--- src/rtl/cep_noc_packer_pkg.sv ---
// Shared CEP package geometry, NoC header field positions and packer state encoding.
package cep_noc_packer_pkg;

    localparam int CEP_WORD_WIDTH      = 64;
    localparam int CEP_MAX_WORDS       = 8;
    localparam int CEP_DATA_WIDTH      = CEP_WORD_WIDTH * CEP_MAX_WORDS;
    localparam int CEP_WORDS_CNT_WIDTH = 4;
    localparam int CEP_REQ_HDR_WORDS   = 3;
    localparam int CEP_RESP_HDR_WORDS  = 1;

    // Field positions inside header word 0.
    localparam int CEP_IS_REQ     = 63;
    localparam int CEP_LENGTH_LSB = 22;
    localparam int CEP_LENGTH_MSB = 29;

    typedef enum logic [1:0] {
        CEP_PK_IDLE    = 2'd0,
        CEP_PK_COLLECT = 2'd1,
        CEP_PK_SEND    = 2'd2
    } cep_pk_state_e;

    // Header plus payload flits, clipped to the package capacity.
    function automatic logic [CEP_WORDS_CNT_WIDTH-1:0] words_for_len(input logic [7:0] len);
        if (len >= 8'(CEP_MAX_WORDS - 1))
            return CEP_WORDS_CNT_WIDTH'(CEP_MAX_WORDS);
        else
            return CEP_WORDS_CNT_WIDTH'(len + 8'd1);
    endfunction

endpackage

--- src/rtl/cep_noc_packer.sv ---
// Collects one NoC packet (header + L flits) into a single eight-word CEP package.
module cep_noc_packer
    import cep_noc_packer_pkg::*;
#(
    parameter bit IS_REQ = 1'b1
) (
    input  logic                           clk,
    input  logic                           rst,
    input  logic                           noc_in_val,
    input  logic [CEP_WORD_WIDTH-1:0]      noc_in_data,
    output logic                           noc_in_rdy,
    output logic                           cep_out_val,
    output logic [CEP_DATA_WIDTH-1:0]      cep_out_pkg,
    input  logic                           cep_out_rdy,
    output logic [CEP_WORDS_CNT_WIDTH-1:0] cep_out_words,
    output logic                           err_overflow
);

    cep_pk_state_e                  state_reg;
    logic [CEP_WORD_WIDTH-1:0]      word_reg [CEP_MAX_WORDS];
    logic [7:0]                     len_reg;
    logic [7:0]                     remaining_reg;
    logic [3:0]                     idx_reg;
    logic                           val_reg;
    logic                           err_reg;
    logic [CEP_WORDS_CNT_WIDTH-1:0] words_reg;

    logic [CEP_WORD_WIDTH-1:0]      hdr_next;
    logic [7:0]                     hdr_len;
    logic [CEP_MAX_WORDS-1:1]       word_we;

    always_comb begin
        hdr_next             = noc_in_data;
        hdr_next[CEP_IS_REQ] = IS_REQ;
        hdr_len              = noc_in_data[CEP_LENGTH_MSB:CEP_LENGTH_LSB];
    end

    // One-hot payload word select; idx 8 means the package is full and flits are dropped.
    always_comb begin
        word_we = '0;
        if (state_reg == CEP_PK_COLLECT && noc_in_val) begin
            for (int i = 1; i < CEP_MAX_WORDS; i++)
                word_we[i] = (idx_reg == 4'(i));
        end
    end

    always_ff @(posedge clk) begin
        if (rst) begin
            state_reg     <= CEP_PK_IDLE;
            len_reg       <= '0;
            remaining_reg <= '0;
            idx_reg       <= '0;
            val_reg       <= 1'b0;
            err_reg       <= 1'b0;
            words_reg     <= '0;
            for (int i = 0; i < CEP_MAX_WORDS; i++)
                word_reg[i] <= '0;
        end else begin
            case (state_reg)
                CEP_PK_IDLE: begin
                    if (noc_in_val) begin
                        word_reg[0] <= hdr_next;
                        for (int i = 1; i < CEP_MAX_WORDS; i++)
                            word_reg[i] <= '0;
                        err_reg <= 1'b0;
                        len_reg <= hdr_len;
                        if (hdr_len == 8'd0) begin
                            state_reg <= CEP_PK_SEND;
                            val_reg   <= 1'b1;
                            words_reg <= words_for_len(8'd0);
                        end else begin
                            state_reg     <= CEP_PK_COLLECT;
                            remaining_reg <= hdr_len;
                            idx_reg       <= 4'd1;
                        end
                    end
                end
                CEP_PK_COLLECT: begin
                    if (noc_in_val) begin
                        for (int i = 1; i < CEP_MAX_WORDS; i++) begin
                            if (word_we[i])
                                word_reg[i] <= noc_in_data;
                        end
                        if (idx_reg == 4'(CEP_MAX_WORDS))
                            err_reg <= 1'b1;
                        else
                            idx_reg <= idx_reg + 4'd1;
                        remaining_reg <= remaining_reg - 8'd1;
                        if (remaining_reg == 8'd1) begin
                            state_reg <= CEP_PK_SEND;
                            val_reg   <= 1'b1;
                            words_reg <= words_for_len(len_reg);
                        end
                    end
                end
                CEP_PK_SEND: begin
                    if (cep_out_rdy) begin
                        state_reg <= CEP_PK_IDLE;
                        val_reg   <= 1'b0;
                    end
                end
                default: begin
                    state_reg <= CEP_PK_IDLE;
                    val_reg   <= 1'b0;
                end
            endcase
        end
    end

    for (genvar gi = 0; gi < CEP_MAX_WORDS; gi++) begin : g_pack
        assign cep_out_pkg[gi*CEP_WORD_WIDTH +: CEP_WORD_WIDTH] = word_reg[gi];
    end

    assign noc_in_rdy    = (state_reg != CEP_PK_SEND);
    assign cep_out_val   = val_reg;
    assign cep_out_words = words_reg;
    assign err_overflow  = err_reg;

endmodule
--- config.mk ---
export PLATFORM = sky130hd
export DESIGN_NAME = cep_noc_packer
export DESIGN_NICKNAME = d
export VERILOG_FILES = /design/src/rtl/cep_noc_packer_pkg.sv /design/src/rtl/cep_noc_packer.sv
export SDC_FILE = /design/constraint.sdc
export NUM_CORES = 1
export LEC_CHECK = 0
export ABC_CLOCK_PERIOD_IN_PS = 5500
export BUFFER_PORTS_ARGS = -buffer_cell sky130_fd_sc_hd__buf_2
export CORE_AREA = 2 2 226 228
export CTS_CLUSTER_DIAMETER = 60
export DETAILED_ROUTE_END_ITERATION = 10
export DIE_AREA = 0 0 228 230
export PLACE_DENSITY = 0.68
export SLEW_MARGIN = 10
export SYNTH_ARGS = -nofsm -noshare
export SYNTH_HDL_FRONTEND = slang
export SYNTH_SLANG_ARGS = --single-unit
--- constraint.sdc ---
create_clock -name clk -period 5.5 [get_ports clk]
set_input_delay 1.1 -clock clk [delete_from_list [all_inputs] [get_ports clk]]
set_output_delay 1.1 -clock clk [all_outputs]
set_load 0.03 [all_outputs]
==> impl_metrics.csv <==
group,metric,value,unit
die,die_area,0.05244,mm2
global_routing,grt_pass1_vias,13785,
placed_design,dpl_cell_area,0.02371,mm2
route,drt_iter0_markers,1400,
finish,nets,1947,
sta,holdWs,0.4510,ns
synth,synthCells,1348,
worst_setup_path,critical_path_required,5.72,ns
synth,synth_seq_cells,540,
finish,drive_gt1_share,37.62,%
die,core-area,0.04986,mm2
sta,period_share,59.54,%
clocking,cts_resized,0,
power,seq_power_share,49.3,%
synth,synth_top_area_share,66.21,%
synth,syn-cell-area,0.02027,mm2
worst_setup_path,reg2reg_depth,5,
route,drc_errors,0,
sta,fmaxAchievable,305.4,MHz
worst_hold_path,hp-class,"reg -> reg",
sta,finalSetupViolations,0,
sta,max_slew_margin,28.60,%
clocking,clk_latency,0.62,ns
route,antenna_left,0,
sta,period_needed,3.275,ns
synth,syn_nets,1423,
worst_setup_path,rrSetupSlack,2.24,ns
worst_setup_path,r2r-end,"word_reg[0][104]",
global_routing,antenna_found_initial,1,
die,io_pins,587,
clocking,postCtsSetupRepairBufs,0,
synth,avgSynthCellArea,15.04,um2
synth,yosys-top-cells-area,"edfxtp_1 (66%), and3_1 (14%), dfxtp_1 (9.2%)",
global_routing,grt_pass1_wl,93980,um
sta,final.setup.tns,0,ns
worst_setup_path,cp-end-kind,"flop",
route,wl,65080,um
clocking,root_buffer,"clkbuf_16",
power,vdd_drop_max,0.2295,mV
global_routing,grt_usage,23.97,%
synth,synth_largest_area_cell,"edfxtp_1",
worst_setup_path,worstPathCellList,"buf_2, nor3b_2, and4b_4, a21o_4",
worst_setup_path,critPathBufInv,1,
worst_setup_path,cp.arrival,3.49,ns
power,p_leak,12.62,nW
finish,mostFrequentLayoutCell,"buf_2",
power,pwr-share-comb,11.8,%
worst_setup_path,crit_type,"in -> reg",
worst_setup_path,cp-start-kind,"input port",
power,p_per_area,377.4,mW/mm2
global_routing,grt_max_degree,101,
clocking,cts_tree,"done",
power,swShare,26.98,%
worst_setup_path,crit_fanout,64,
clocking,clk_pin_slew,0.06,ns
worst_setup_path,r2r_start,"state_reg[0]",
worst_setup_path,slowest_delay,0.80,ns
synth,yosys.cell_types.count,54,
synth,synth-edff-count,447,
sta,finClkSkew,0.02470,ns
clocking,cts_max_level,2,
global_routing,overflow,0,
worst_setup_path,cp-startpoint,"rst",
clocking,cts_made_buffers,56,
clocking,cts_hold_buf,0,
finish,final_cell_mix,"buf_2 (586), and3_1 (447), edfxtp_1 (447), dfxtp_1 (93), a22o_1 (64)",
placed_design,gp_congestion,0.8257,
flow_run,maxCapViolCount,0,
worst_setup_path,crit_cells,4,
worst_setup_path,critPathTopFamily,"simple AND/OR/NAND/NOR gates",
worst_setup_path,critPathCapture,"word_reg[1][85]",
route,vias,14187,
synth,async_flop_share,0,%
power,clkPwrFrac,38.9,%
placed_design,dp.final_hpwl,39990,um
finish,syn_to_final_growth,25.88,%
synth,yosysWarnings,0,
finish,final_cell_area,0.02552,mm2
route,wire_per_inst,25.12,um
finish,largest_register_ffs,512,
finish,antenna_cells,0,
power,switchingPower,2.598,mW
status,status,"finished, final reports clean",
die,rows,82,
placed_design,port_buffers,586,
power,p_int,7.033,mW
sta,finalMaxSlewViolations,0,
sta,finalHoldViolCount,0,
route,firstDrtPassIters,6,
clocking,clock_sinks,540,
worst_setup_path,slowest_stage,"a21o_4",
synth,synth-seq-area-share,75.39,%
route,via_per_inst,5.475,
synth,synthFlopType,"edfxtp_1",
die,fp.dieW,228,um
die,fp.dieH,230,um
sta,rsz0062_at_grt,"false",
clocking,cts.path.max_buffers,3,
die,initial_core_util,40.66,%
sta,max_slew.worst_pin.slew,1.071,ns
-- worst min path at each step --
stage | startpoint | cells past startpoint | slack (ns) | end
floorplan | len_reg[5] | 2 | 0.43 | len_reg[5]
global placement | len_reg[5] | 2 | 0.45 | len_reg[5]
detailed placement | len_reg[4] | 2 | 0.45 | len_reg[4]
CTS | len_reg[4] | 2 | 0.45 | len_reg[4]
global route | word_reg[0][93] | 1 | 0.48 | word_reg[0][93]
finish | len_reg[4] | 2 | 0.45 | len_reg[4]
-- cells in the mapped netlist, types with 2 or more instances --
library cell / number
dfxtp_1: 93
and2_1: 3
or4_1: 3
ha_1: 7
a21oi_2: 6
nor2b_1: 2
a21oi_1: 18
nand2b_1: 4
mux2i_1: 2
nand3b_1: 2
clkbuf_1: 107
nor3_1: 6
o21ai_2: 5
a22o_1: 64
or4_4: 3
nand3_1: 9
inv_1: 5
or2_2: 2
a21o_1: 11
or3_1: 4
buf_6: 2
o21ai_0: 4
buf_2: 22
o31ai_1: 2
o211ai_1: 2
nor4_1: 3
a211o_1: 2
and3_1: 448
nand2_1: 24
nor2_1: 12
nand2_2: 2
edfxtp_1: 447
-- power groups by stage --
stage	sequential [mW]	clock (mW)	combinational, mW
3_3_place_gp	4.82	0	1.14
4_1_cts	4.75	3.80	1.15
2_1_floorplan	5.28	0	0.231
5_1_grt	4.77	3.95	1.19
6_report	4.75	3.75	1.14
3_5_place_dp	4.83	0	1.15
-- layout make-up --
cell class	count	area, um2
clock buffers	85	1624
clock inverters	20	190.2
fillers	4282	24340
inverters	6	22.52
multi-input cells	671	4542
flip-flops and latches	540	15280
well taps	672	840.8
repair buffers	597	3015
-- worst register-to-register path, stage by stage, from the launching register on --
cell and delay, ns:
dfxtp_1 0.80, or3b_1 0.56, nand2_4 0.45, a41oi_4 0.32, buf_4 0.76, a22o_1 0.32
-- per-stage QoR --
stage,power (mW),worst slack (ns),cells,util (%)
6_report,9.632,2.225,2591,51.18
5_1_grt,9.907,2.080,2591,51.18
4_1_cts,9.696,2.255,2591,51.18
3_5_place_dp,5.980,1.612,2486,47.54
3_3_place_gp,5.960,1.719,2486,47.54
2_1_floorplan,5.513,1.295,1348,-
-- cell families (layout without fill, tap and decap cells) --
kind of cell    after synthesis  in the layout  share of synthesized area [%]
compound gates              126            126                          5.049
fa+ha+maj                     7              7                         0.4320
flops                       540            540                          75.39
simple gates                536            536                          16.28
mux                           2              2                        0.09875
buf+inv                     137            708                          2.746
-- metal layers --
metal  wire (um)  global-route usage [%]
met2       31830                   39.62
met1       26100                   31.20
met5           0                       0
met3        5100                   5.543
met4        2057                   8.252
Power figures use the tool's default switching activity.
